File: config.mk
export PLATFORM = sky130hd
export DESIGN_NAME = xif_host_offload
export DESIGN_NICKNAME = d
export VERILOG_FILES = /design/src/rtl/xif_host_offload.sv
export SDC_FILE = /design/constraint.sdc
export NUM_CORES = 1
export LEC_CHECK = 0
export CORE_MARGIN = 4
export CORE_UTILIZATION = 40
export DETAILED_ROUTE_END_ITERATION = 10
export PLACE_DENSITY_LB_ADDON = 0.12
export RECOVER_POWER = 50
export SYNTH_ARGS = -nofsm -noshare
export SYNTH_HDL_FRONTEND = slang
export SYNTH_SLANG_ARGS = --single-unit
File: constraint.sdc
create_clock -name clk -period 5.6 [get_ports clk]
set_clock_uncertainty 0.15 [all_clocks]
set_input_delay 0.84 -clock clk [delete_from_list [all_inputs] [get_ports clk]]
set_output_delay 0.84 -clock clk [all_outputs]
set_load 0.05 [all_outputs]
File: src/rtl/xif_host_offload.sv
// xif_host_offload: host-CPU-side initiator for the CORE-V-XIF issue, commit and
// result channels. One instruction is in flight on the issue channel at a time;
// up to MAX_OUTSTANDING accepted instructions may await their results.
// Optional feature macro: XIF_HOST_PROTOCOL_CHECK_EN enables the sticky
// protocol_err checker. Without it protocol_err is tied low, but results for
// non-pending IDs or unexpected writebacks are still kept out of the register file.
module xif_host_offload #(
    parameter int unsigned XLEN            = 32,
    parameter int unsigned X_NUM_RS        = 3,
    parameter int unsigned X_ID_WIDTH      = 4,
    parameter int unsigned X_RFR_WIDTH     = 32,
    parameter int unsigned MAX_OUTSTANDING = 4
) (
    input  logic                                    clk,
    input  logic                                    rst,
    // core side
    input  logic                                    off_valid,
    output logic                                    off_ready,
    input  logic [31:0]                             off_instr,
    input  logic [X_NUM_RS*X_RFR_WIDTH-1:0]         off_rs,
    input  logic                                    off_kill,
    output logic                                    off_done,
    output logic                                    off_accepted,
    // XIF issue channel
    output logic                                    issue_valid,
    input  logic                                    issue_ready,
    output logic [31:0]                             issue_instr,
    output logic [X_ID_WIDTH-1:0]                   issue_id,
    output logic [X_NUM_RS*X_RFR_WIDTH-1:0]         issue_rs,
    output logic [X_NUM_RS-1:0]                     issue_rs_valid,
    output logic [1:0]                              issue_mode,
    input  logic                                    issue_accept,
    input  logic                                    issue_writeback,
    // XIF commit channel
    output logic                                    commit_valid,
    output logic [X_ID_WIDTH-1:0]                   commit_id,
    output logic                                    commit_kill,
    // XIF result channel
    input  logic                                    result_valid,
    output logic                                    result_ready,
    input  logic [X_ID_WIDTH-1:0]                   result_id,
    input  logic [XLEN-1:0]                         result_data,
    input  logic [4:0]                              result_rd,
    input  logic                                    result_we,
    input  logic                                    result_exc,
    input  logic [5:0]                              result_exccode,
    // integer register file write port
    output logic                                    rf_we,
    output logic [4:0]                              rf_waddr,
    output logic [XLEN-1:0]                         rf_wdata,
    // status
    output logic                                    exc_valid,
    output logic [5:0]                              exc_code,
    output logic [$clog2(MAX_OUTSTANDING+1)-1:0]    outstanding,
    output logic                                    protocol_err
);

    localparam int unsigned NUM_IDS = 2 ** X_ID_WIDTH;
    localparam int unsigned RS_W    = X_NUM_RS * X_RFR_WIDTH;
    localparam int unsigned OCNT_W  = $clog2(MAX_OUTSTANDING + 1);
    localparam logic [OCNT_W-1:0] MAX_OUT_C = OCNT_W'(MAX_OUTSTANDING);

    typedef enum logic [1:0] {
        ST_IDLE   = 2'd0,
        ST_ISSUE  = 2'd1,
        ST_COMMIT = 2'd2
    } state_e;

    // Number of set bits in the pending vector.
    function automatic logic [OCNT_W-1:0] popcount_ids(input logic [NUM_IDS-1:0] v);
        logic [OCNT_W-1:0] cnt;
        cnt = '0;
        for (int i = 0; i < NUM_IDS; i++) begin
            cnt = cnt + OCNT_W'(v[i]);
        end
        return cnt;
    endfunction

    // issue-side state
    state_e                  state_q, state_d;
    logic [31:0]             instr_q, instr_d;
    logic [RS_W-1:0]         rs_q, rs_d;
    logic                    kill_q, kill_d;
    logic                    accept_q, accept_d;
    logic [X_ID_WIDTH-1:0]   id_q, id_d;
    logic [X_ID_WIDTH-1:0]   next_id_q, next_id_d;

    // ID tracking
    logic [NUM_IDS-1:0]      pending_q, pending_d;
    logic [NUM_IDS-1:0]      wb_exp_q, wb_exp_d;
    logic [OCNT_W-1:0]       outstanding_q, outstanding_d;
    logic [NUM_IDS-1:0]      set_mask_s;
    logic [NUM_IDS-1:0]      kill_clr_mask_s;
    logic [NUM_IDS-1:0]      res_clr_mask_s;

    // result-side registered outputs
    logic                    rf_we_q, rf_we_d;
    logic [4:0]              rf_waddr_q, rf_waddr_d;
    logic [XLEN-1:0]         rf_wdata_q, rf_wdata_d;
    logic                    exc_valid_q, exc_valid_d;
    logic [5:0]              exc_code_q, exc_code_d;

    // combinational helpers
    logic                    off_ready_s;
    logic                    issue_valid_s;
    logic                    commit_valid_s;
    logic                    off_done_s;
    logic                    result_ready_s;
    logic                    result_hs_s;
    logic                    res_pending_s;
    logic                    res_wb_s;

    // Channel handshake qualifiers; everything is forced quiet while rst is high
    // so an abort takes effect in the cycle it is requested.
    always_comb begin
        issue_valid_s  = (state_q == ST_ISSUE) && !rst;
        off_done_s     = (state_q == ST_COMMIT) && !rst;
        commit_valid_s = off_done_s && accept_q;
        result_ready_s = !rst;
        result_hs_s    = result_valid && result_ready_s;
        res_pending_s  = pending_q[result_id];
        res_wb_s       = wb_exp_q[result_id];
    end

    // Issue FSM: next state, latched transaction fields and pending set/kill masks.
    always_comb begin
        state_d         = state_q;
        instr_d         = instr_q;
        rs_d            = rs_q;
        kill_d          = kill_q;
        accept_d        = accept_q;
        id_d            = id_q;
        next_id_d       = next_id_q;
        wb_exp_d        = wb_exp_q;
        set_mask_s      = '0;
        kill_clr_mask_s = '0;
        off_ready_s     = 1'b0;
        case (state_q)
            ST_IDLE: begin
                // A free ID and room below the outstanding limit are both required.
                if (!rst && !pending_q[next_id_q] && (outstanding_q < MAX_OUT_C)) begin
                    off_ready_s = 1'b1;
                end else begin
                    off_ready_s = 1'b0;
                end
                if (off_valid && off_ready_s) begin
                    instr_d = off_instr;
                    rs_d    = off_rs;
                    kill_d  = off_kill;
                    id_d    = next_id_q;
                    state_d = ST_ISSUE;
                end else begin
                    state_d = ST_IDLE;
                end
            end
            ST_ISSUE: begin
                if (issue_ready) begin
                    accept_d = issue_accept;
                    if (issue_accept) begin
                        set_mask_s[id_q] = 1'b1;
                        wb_exp_d[id_q]   = issue_writeback;
                        next_id_d        = next_id_q + X_ID_WIDTH'(1'b1);
                    end else begin
                        next_id_d        = next_id_q;
                    end
                    state_d = ST_COMMIT;
                end else begin
                    state_d = ST_ISSUE;
                end
            end
            ST_COMMIT: begin
                // A killed instruction never returns a result, so free its ID now.
                if (accept_q && kill_q) begin
                    kill_clr_mask_s[id_q] = 1'b1;
                end else begin
                    kill_clr_mask_s = '0;
                end
                state_d = ST_IDLE;
            end
            default: begin
                state_d = ST_IDLE;
            end
        endcase
    end

    // Result channel: free the ID and prepare the gated register-file write.
    always_comb begin
        res_clr_mask_s = '0;
        rf_we_d        = 1'b0;
        rf_waddr_d     = rf_waddr_q;
        rf_wdata_d     = rf_wdata_q;
        exc_valid_d    = 1'b0;
        exc_code_d     = exc_code_q;
        if (result_hs_s) begin
            res_clr_mask_s[result_id] = 1'b1;
            if (result_exc) begin
                exc_valid_d = 1'b1;
                exc_code_d  = result_exccode;
            end else if (result_we && res_pending_s && res_wb_s && (result_rd != 5'd0)) begin
                rf_we_d    = 1'b1;
                rf_waddr_d = result_rd;
                rf_wdata_d = result_data;
            end else begin
                rf_we_d    = 1'b0;
            end
        end else begin
            res_clr_mask_s = '0;
        end
    end

    // Pending vector merge: all set/clear events on distinct IDs apply together.
    always_comb begin
        pending_d     = (pending_q & ~(res_clr_mask_s | kill_clr_mask_s)) | set_mask_s;
        outstanding_d = popcount_ids(pending_d);
    end

    // State and datapath registers with synchronous reset.
    always_ff @(posedge clk) begin
        if (rst) begin
            state_q       <= ST_IDLE;
            instr_q       <= 32'd0;
            rs_q          <= '0;
            kill_q        <= 1'b0;
            accept_q      <= 1'b0;
            id_q          <= '0;
            next_id_q     <= '0;
            pending_q     <= '0;
            wb_exp_q      <= '0;
            outstanding_q <= '0;
            rf_we_q       <= 1'b0;
            rf_waddr_q    <= 5'd0;
            rf_wdata_q    <= '0;
            exc_valid_q   <= 1'b0;
            exc_code_q    <= 6'd0;
        end else begin
            state_q       <= state_d;
            instr_q       <= instr_d;
            rs_q          <= rs_d;
            kill_q        <= kill_d;
            accept_q      <= accept_d;
            id_q          <= id_d;
            next_id_q     <= next_id_d;
            pending_q     <= pending_d;
            wb_exp_q      <= wb_exp_d;
            outstanding_q <= outstanding_d;
            rf_we_q       <= rf_we_d;
            rf_waddr_q    <= rf_waddr_d;
            rf_wdata_q    <= rf_wdata_d;
            exc_valid_q   <= exc_valid_d;
            exc_code_q    <= exc_code_d;
        end
    end

`ifdef XIF_HOST_PROTOCOL_CHECK_EN
    logic protocol_err_q, protocol_err_d;

    // Sticky protocol checker: bad result IDs, unexpected writebacks, stray issue_ready.
    always_comb begin
        protocol_err_d = protocol_err_q;
        if (result_hs_s && (!res_pending_s || (result_we && !res_wb_s))) begin
            protocol_err_d = 1'b1;
        end else if (issue_ready && !issue_valid_s) begin
            protocol_err_d = 1'b1;
        end else begin
            protocol_err_d = protocol_err_q;
        end
    end

    // Protocol error flag register, cleared only by reset.
    always_ff @(posedge clk) begin
        if (rst) begin
            protocol_err_q <= 1'b0;
        end else begin
            protocol_err_q <= protocol_err_d;
        end
    end

    assign protocol_err = protocol_err_q;
`else
    assign protocol_err = 1'b0;
`endif

    assign off_ready      = off_ready_s;
    assign off_done       = off_done_s;
    assign off_accepted   = off_done_s && accept_q;
    assign issue_valid    = issue_valid_s;
    assign issue_instr    = instr_q;
    assign issue_id       = id_q;
    assign issue_rs       = rs_q;
    assign issue_rs_valid = {X_NUM_RS{1'b1}};
    assign issue_mode     = 2'b11;
    assign commit_valid   = commit_valid_s;
    assign commit_id      = id_q;
    assign commit_kill    = commit_valid_s && kill_q;
    assign result_ready   = result_ready_s;
    assign rf_we          = rf_we_q && !rst;
    assign rf_waddr       = rf_waddr_q;
    assign rf_wdata       = rf_wdata_q;
    assign exc_valid      = exc_valid_q && !rst;
    assign exc_code       = exc_code_q;
    assign outstanding    = outstanding_q;

endmodule

==> results.cfg, run 1 <==
[clocking]
clk_latency_ns = 0.51
cts_setup_buffers = 0
cts_made_buffers = 25
clock_path_buffers = 3
cts_hold_buf = 0
htreeDepth = 1
cts_root_buffer = clkbuf_16
cts.sinks = 220
cts_tree = yes
cts.reportedPaths.clkPinSlew_ns = 0.06
cts_resized = 0

[logic_synthesis]
synth_compound_area_share_pct = 7.43
synth_edf_count = 0
avgSynthCellArea_um2 = 10.0
synth-simple-area-share_pct = 18.5
yosysSeqAreaShare_pct = 46.0
synth_top_area_cell = dfxtp_1
synth_top_area_share_pct = 46.0
synth_seq_cells = 220
ys_async_sr_fraction_pct = 0
synthAdderAreaFrac_pct = 2.48
synth.area.mux_share_pct = 19.8
synth_top_family_by_area = multiplexers
yosys-top-cells-area = dfxtp_1, mux2_2, nor2b_1, mux2i_1, nand2_1
synth.distinct_cells = 51
synth_area_um2 = 9570
yosys_warnings = 0
synthCells = 955
synth_flop_cell = dfxtp_1
synth_xor_area_share_pct = 0.549

[critical_path]
path_cells = dlygate4sd3_1 > and3b_1 > nor4bb_1 > buf_4 > a31oi_1 > fa_1 > fa_1 > fa_1 > fa_1 > inv_1 > ha_1 > fa_1 > xor2_1 > xnor2_1 > nor2_1
slowest_stage = fa_1
critPathKind = in -> reg
cpPeakStageDelay_ns = 0.58
cp-start-kind = input pin
cpLargestDelayFamily = adder cells
worst-path-buf-inv = 3
cp_max_fo = 7
cp.depth = 15
crit_top_cell = fa_1
required_ns = 5.82
end_kind = flip-flop
critPathArrivalTime_ns = 5.34
rr_worst_depth = 14

[final_layout]
instances_no_fill = 1645
mostFrequentLayoutCell = dfxtp_1
final_nets = 1508
syn2layout_area_growth_pct = 49.4
drive_above_1_share_pct = 14.6
final_cell_area_um2 = 14300
mostFrequentLayoutCells = dfxtp_1, clkdlybuf4s50_1, dlygate4sd3_1

[detailed_routing]
wl_um = 31800
drcViolationCount = 0
wl_per_cell_um = 19.3
first_iter_violations = 444
vias_per_cell = 4.97
ant_nets = 0
num_vias = 8171
first_pass_iters = 5

[worst_hold_path]
hp-class = reg -> reg
whs_path_depth = 2

[grt]
grt_max_degree = 204
first_global_vias = 8194
grt_pass1_wl_um = 47700
grtUsageTotal_pct = 22.8
grt_antenna_before_repair = 1
grt.overflow.total = 0

[timing]
hold_violations = 0
tns_ns = 0
worst_pin_slew_ns = 1.20
worst_slack_ns = 0.477
fin_crit_ns = 5.12
setup_viol = 0
drv_slew = 0
grt_setup_unrepaired = no
fmax_ghz = 0.195
slew_headroom_pct = 19.8
period_share_pct = 91.5

[place]
place_area_um2 = 13500
place_hpwl_um = 23600
placed_cells = 1602
gp_congestion = 0.958
port_buffers = 375
pre_cts_slack_ns = 0.0609

[pwr]
power_frac_seq_pct = 41.6
peakVddDrop_mv = 0.217
power_switching_mw = 1.14
power.share.clock_pct = 38.5
comb_power_share_pct = 19.9
p_leak_nw = 5.83
power.internal_mw = 2.90
p_sw_share_pct = 28.3
power_density_nw_per_um2 = 283

[run]
cap_violations = 0

[die]
dieHeight_um = 163
fp.dieW_um = 163
die_area_um2 = 26500
pin_count = 382
fp.coreArea_um2 = 23500
row_count = 56
start_util_pct = 40.8

[outcome]
outcome = finished clean
==> cell usage after synthesis, types with 11 or more instances <==
master and number:
dfxtp_1 220, nor2b_1 132, mux2_2 123, nand2_1 72, a21oi_1 49, nand3_1 47
o21ai_0 45, clkbuf_1 41, nor2_1 40, mux2i_1 31, buf_4 17, inv_1 13
a31oi_1 11
==> power by group through the flow <==
stage	Clock (mW)	Combinational [mW]	Sequential, mW
after CTS	1.60	0.836	1.69
after floorplan	0	0.212	1.99
after global routing	1.67	0.839	1.69
after detailed placement	0	0.833	1.72
final	1.56	0.802	1.68
after global placement	0	0.830	1.72
==> worst paths after layout <==
path,slack [ns],to,start
worst max-delay path,0.48,outstanding[2],issue_ready
worst min register to register,0.30,issue_instr[6],issue_instr[6]
worst min-delay path,0.30,issue_instr[6],issue_instr[6]
worst max register to register,0.67,outstanding[2],state_q[1]
==> layout make-up <==
class,instances,area [um2]
fill,2000,9180
multi-input combinational,646,4690
sequential,220,4400
timing repair buffer,403,3970
clock buffer,34,699
tap,319,399
clock inverter,8,72.6
inverter,14,52.6
antenna,1,2.50
==> tightest hold or removal path, stage by stage, from the launching register on <==
cell,delay (ns)
dfxtp_1,0.30
nand2_1,0.05
mux2i_1,0.05
==> cells by family after synthesis <==
| logic type | Yosys count |
|---|---|
| simple gates | 332 |
| xor+xnor | 6 |
| buf+inv | 93 |
| compound gates | 127 |
| flops | 220 |
| other cells | 2 |
| fa+ha+maj | 13 |
| mux | 162 |
==> layer usage <==
metal | GRT usage (%) | wire (um) | up-vias | part of all wire [%]
met2 | 38.2 | 14900 | 343 | 47
met4 | 7.05 | 1080 | 0 | 3.4
li1 | - | - | 3965 | -
met3 | 7.74 | 2980 | 56 | 9.4
met5 | 0 | 0 | - | 0
met1 | 27.9 | 12800 | 3807 | 40
==> metrics by stage <==
stage	hold slack, ns	power [mW]	util, %
after global routing	0.317	4.20	60.9
after detailed placement	0.298	2.55	57.7
after CTS	0.310	4.13	61.0
final	0.305	4.04	60.9
after global placement	0.291	2.55	57.7
after floorplan	0.300	2.21	-
==> registers in the layout, summed over array words and instances, names as in the netlist, 2 cells and up <==
name,flops
issue_rs,96
state_q,2
rf_waddr,5
next_id_q,4
wb_exp_q,16
issue_instr,32
commit_id,4
rf_wdata,32
exc_code,6
outstanding,3
pending_q,16
(Power assumes the default switching activity.)
==> inputs of run 2 (changes only) <==
--- a/config.mk
+++ b/config.mk
@@ -5,8 +5,8 @@
 export SDC_FILE = /design/constraint.sdc
 export NUM_CORES = 1
 export LEC_CHECK = 0
-export CORE_MARGIN = 4
 export CORE_UTILIZATION = 40
+export CTS_CLUSTER_DIAMETER = 50
 export DETAILED_ROUTE_END_ITERATION = 10
 export PLACE_DENSITY_LB_ADDON = 0.12
 export RECOVER_POWER = 50
==> run 2 against run 1 <==
Clock-buffer cell count is 1 higher. Critical path depth is 2 higher. Register-to-register slack better by 0.15 ns. Non-clock buffer count is 1 higher. Core utilization is 0.50 points higher. Sequential share of layout area is 0.25 points lower. Critical endpoint unchanged. Largest cell class unchanged. Highest routed layer unchanged.
==> results.cfg, run 2 (synthesis gave the netlist of run 1 again) <==
[outcome]
outcome = finished clean

[critical_path]
cp_max_fo = 7
critPathKind = in -> reg
end_kind = flip-flop
reg2reg_slack_ns = 0.82
worst-path-buf-inv = 4
slowest_stage = fa_1
critPathArrivalTime_ns = 5.37
path_cells = clkdlybuf4s50_1 > and3b_1 > clkbuf_1 > nand4b_1 > nor2_1 > a31o_2 > fa_1 > inv_1 > fa_1 > fa_1 > fa_1 > inv_1 > ha_1 > fa_1 > xor2_1 > xnor2_1 > nor2_1
cpLargestDelayFamily = adder cells
crit_top_cell = fa_1
cp-start-kind = input pin
required_ns = 5.83
cpPeakStageDelay_ns = 0.51

[detailed_routing]
num_vias = 8086
vias_per_cell = 4.89
ant_nets = 0
wl_um = 30400
wl_per_cell_um = 18.4
drcViolationCount = 0
first_pass_iters = 4
first_iter_violations = 469

[clocking]
clk_latency_ns = 0.53
cts.sinks = 220
cts_resized = 0
cts_made_buffers = 28
cts_hold_buf = 0
cts_root_buffer = clkbuf_16
cts_setup_buffers = 0
htreeDepth = 1
cts.reportedPaths.clkPinSlew_ns = 0.06
cts_tree = yes
clock_path_buffers = 3

[worst_hold_path]
hp-class = reg -> reg

[timing]
grt_setup_unrepaired = no
fin_crit_ns = 5.13
setup_viol = 0
drv_slew = 0
fmax_ghz = 0.195
worst_pin_slew_ns = 1.20
tns_ns = 0
period_share_pct = 91.6
hold_violations = 0
slew_headroom_pct = 20.1

[place]
placed_cells = 1603
port_buffers = 375
gp_congestion = 0.914
place_hpwl_um = 22200
place_area_um2 = 13600

[die]
fp.coreArea_um2 = 23500
fp.dieW_um = 157
pin_count = 382
row_count = 56
start_util_pct = 40.8
dieHeight_um = 157
die_area_um2 = 24500

[grt]
grt_antenna_before_repair = 2
grtUsageMet2_pct = 40.3
grt.overflow.total = 0
grt_pass1_wl_um = 45100
met1_usage_pct = 29.3
grt_max_degree = 193
grt_busiest_layer = met2
grtUsageTotal_pct = 23.8
grtUsageMet3_pct = 6.70
first_global_vias = 7864

[final_layout]
syn2layout_area_growth_pct = 50.6
drive_above_1_share_pct = 15.1
final_nets = 1512
mostFrequentLayoutCells = dfxtp_1, clkdlybuf4s50_1, dlygate4sd3_1
instances_no_fill = 1655
mostFrequentLayoutCell = dfxtp_1
final_cell_area_um2 = 14400
largest_reg_flops = 96

[pwr]
p_leak_nw = 5.87
peakVddDrop_mv = 0.220
power_density_nw_per_um2 = 290
total_power_mw = 4.17

[run]
cap_violations = 0
run 2: per-stage QoR:
step           util (%)  setup WS [ns]  hold WS, ns
4_1_cts            61.5          0.562        0.310
6_report           61.4          0.469        0.307
3_3_place_gp       57.8         0.0492        0.292
3_5_place_dp       57.8         0.0317        0.301
5_1_grt            61.4          0.204        0.323
2_1_floorplan         -          0.577        0.300
run 2: report_power, final:
part	switching, mW	total, mW	internal, mW
Sequential	0.0342	1.68	1.65
Clock	0.703	1.69	0.988
Combinational	0.465	0.801	0.336
Total	1.20	4.17	2.97
run 2: path summary, 6_finish.rpt:
check | depth (start not counted) | end | startpoint
max | 17 | outstanding[2] | issue_ready
min | 2 | issue_instr[6] | issue_instr[6]
max reg2reg | 14 | outstanding[2] | commit_id[3]
min reg2reg | 2 | issue_instr[6] | issue_instr[6]
run 2: layout make-up:
type,instances,area (um2)
tap,319,399
fill,2019,9070
sequential,220,4400
antenna,2,5.00
clock inverter,15,100
clock buffer,35,778
multi-input combinational,646,4690
timing repair buffer,404,3980
inverter,14,52.6
run 2: worst register-to-register path: cells and delay by family, from the launching register on:
family                   cells  cell delay (ns)
AO/OA/AOI/OAI                1             0.33
AND/OR/NAND/NOR              4             0.81
XOR/XNOR                     2             0.32
buffers and inverters        1             0.05
adder cells (fa/ha/maj)      6             2.55
flip-flops                   1             0.43
run 2: per-layer routing:
metal | part of all wire, % | up-vias
li1 | - | 3987
met4 | 2.2 | 0
met3 | 8.0 | 41
met2 | 48 | 296
met5 | 0 | -
met1 | 42 | 3762
==> inputs of run 3 (changes only) <==
--- a/config.mk
+++ b/config.mk
@@ -5,10 +5,12 @@
 export SDC_FILE = /design/constraint.sdc
 export NUM_CORES = 1
 export LEC_CHECK = 0
+export ABC_AREA = 1
+export CORE_ASPECT_RATIO = 1.2
 export CORE_UTILIZATION = 40
 export CTS_CLUSTER_DIAMETER = 50
 export DETAILED_ROUTE_END_ITERATION = 10
-export PLACE_DENSITY_LB_ADDON = 0.12
+export PLACE_DENSITY = 0.74
 export RECOVER_POWER = 50
 export SYNTH_ARGS = -nofsm -noshare
 export SYNTH_HDL_FRONTEND = slang
==> run 3 against run 2 <==
Register-to-register slack better by 0.03 ns. Area after synthesis up 5.8%. Power up 3.9%. Critical path depth down 1. Via count up 26%. Final area up 3.5%. Global-route usage up 0.81 points. Worst hold slack better by 0.0075 ns. Setup slack better by 0.048 ns. Wire length up 6.1%. Synthesized cell count up 64%. Final cell count up 36%.
==> results.cfg, run 3 <==
[pwr]
peakVddDrop_mv = 0.232
total_power_mw = 4.34
power_density_nw_per_um2 = 291
p_leak_nw = 7.39

[outcome]
outcome = finished clean

[detailed_routing]
first_pass_iters = 5
wl_um = 32200
drcViolationCount = 0
wl_per_cell_um = 14.3
maxUsedRoutingLayer = met4
vias_per_cell = 4.51
num_vias = 10200
wl_met2_um = 15600
met3_length_um = 2960
drt-met1-wl_um = 12400
first_iter_violations = 545
ant_nets = 0

[die]
row_count = 63
die_area_um2 = 25900
fp.dieW_um = 147
start_util_pct = 40.9
fp.coreArea_um2 = 24800
dieHeight_um = 176
pin_count = 382

[critical_path]
cpLargestDelayFamily = adder cells
crit_top_cell = fa_1
path_cells = dlygate4sd3_1 > inv_6 > nand2_1 > nor2_1 > nand2_1 > a31oi_1 > fa_1 > fa_1 > fa_1 > fa_1 > inv_1 > ha_1 > fa_1 > xor2_1 > o21ai_0 > a21oi_1
required_ns = 5.92
cp_max_fo = 5
startpoint = rst
end_kind = flip-flop
cp-start-kind = input pin
r2r-start = state_q[0]
worst-path-buf-inv = 3
cpPeakStageDelay_ns = 0.61
critPathKind = in -> reg
slowest_stage = dlygate4sd3_1
critPathArrivalTime_ns = 5.40
reg2reg_slack_ns = 0.85

[clocking]
htreeDepth = 1
cts_hold_buf = 0
cts_resized = 0
cts.sinks = 220
clock_path_buffers = 3
cts_tree = yes
cts_made_buffers = 28
cts.reportedPaths.clkPinSlew_ns = 0.06
cts_setup_buffers = 0
cts_root_buffer = clkbuf_16
clk_latency_ns = 0.53

[logic_synthesis]
synth_top_area_cell = dfxtp_1
yosysSeqAreaShare_pct = 43.5
synth_edf_count = 0
synth_common_cells = nand2_1, nor2_1, inv_1
synth_flop_cell = dfxtp_1
synthCells = 1566
synth_top_area_share_pct = 43.5
synth_seq_cells = 220
avgSynthCellArea_um2 = 6.46
yosysMostFrequentCell = nand2_1
yosys_warnings = 0
synth_area_um2 = 10100
yosys-top-cells-area = dfxtp_1, nand2_1, nor2_1, inv_1, a21oi_1
ys_async_sr_fraction_pct = 0
synth.distinct_cells = 32

[final_layout]
diodes = 0
largest_reg_flops = 96
mostFrequentLayoutCells = nand2_1, nor2_1, inv_1
final_nets = 2103
final_core_util_pct = 60.2
drive_above_1_share_pct = 4.05
syn2layout_area_growth_pct = 47.3
mostFrequentLayoutCell = nand2_1

[timing]
worst_slack_ns = 0.518
drv_slew = 0
hold_ws_ns = 0.314
slew_headroom_pct = 1.49
tns_ns = 0
fmax_ghz = 0.197
worst_pin_slew_ns = 1.48
hold_violations = 0
grt_setup_unrepaired = no
period_share_pct = 90.8
setup_viol = 0
fin_crit_ns = 5.08

[grt]
first_global_vias = 9807
grt.overflow.total = 0
grtUsageTotal_pct = 24.6
grt_pass1_wl_um = 50800
grt_max_degree = 196
grt_antenna_before_repair = 0

[place]
port_buffers = 375
gp_congestion = 0.926
place_hpwl_um = 23800
pre_cts_slack_ns = 0.0740

[worst_hold_path]
min_from = wb_exp_q[6]
hp-class = reg -> reg

[run]
cap_violations = 0
==> run 3: changes by cell type in the layout (fill, tap and decap cells not counted), sizes merged, moves of 7 or more <==
cell    delta
nand2b     -7
a31oi     -10
clkbuf     -7
mux4       -8
o21ai     -14
nor2b    -132
nand2    +344
a21oi     +17
mux2i     -31
nand3     +17
inv      +245
mux2     -123
nor2     +339
==> run 3: cell type report <==
type / count / area (um2)
Timing Repair Buffer: 393 / 3910
Clock inverter: 14 / 140
Fill cell: 2293 / 9840
Multi-Input combinational cell: 1007 / 4290
Inverter: 255 / 965
Sequential cell: 220 / 4400
Clock buffer: 38 / 798
Tap cell: 325 / 407
==> run 3: metrics by stage <==
stage | cell area, um2 | instances
after floorplan | 10100 | 1570
final | 14900 | 2252
after CTS | 14900 | 2252
after global routing | 14900 | 2252
after detailed placement | 14000 | 2200
after global placement | 14000 | 2200
==> run 3: where the power goes <==
group	internal (mW)	total, mW	switching (mW)
logic	0.311	0.869	0.558
registers	1.65	1.69	0.0411
clock network	1.06	1.78	0.721
total	3.02	4.34	1.32
==> run 3: final timing paths <==
kind | end | depth (start not counted)
setup / recovery | outstanding[2] | 16
setup reg to reg | outstanding[2] | 17
hold / removal | wb_exp_q[6] | 2
hold reg to reg | wb_exp_q[6] | 2
==> run 3: layer usage <==
metal  vias to the layer above  global-route usage [%]
met5                         -                       0
met4                         0                    10.0
met3                        78                    8.19
met2                       359                    43.1
met1                      4441                    27.3
li1                       5281                       -
==> run 3: cell families after synthesis <==
| group | count (synthesis) | synth area share, % |
|---|---|---|
| flip-flops | 220 | 43.5 |
| buffers and inverters | 343 | 14.4 |
| AND/OR/NAND/NOR | 871 | 33.6 |
| other | 2 | 0.0742 |
| AO/OA/AOI/OAI | 115 | 5.91 |
| adder cells (fa/ha/maj) | 13 | 2.35 |
| XOR/XNOR | 2 | 0.173 |
==> run 3: worst reg2reg max path, cell delays in order, from the launching register on <==
cell and delay, ns:
dfxtp_1 0.37, inv_1 0.07, nor2_1 0.16, nand3_1 0.23
inv_1 0.32, nand2_1 0.15, o21ai_0 0.11, inv_1 0.10
fa_1 0.57, fa_1 0.43, fa_1 0.46, fa_1 0.49
inv_1 0.04, ha_1 0.18, fa_1 0.37, xor2_1 0.21
o21ai_0 0.10, a21oi_1 0.15
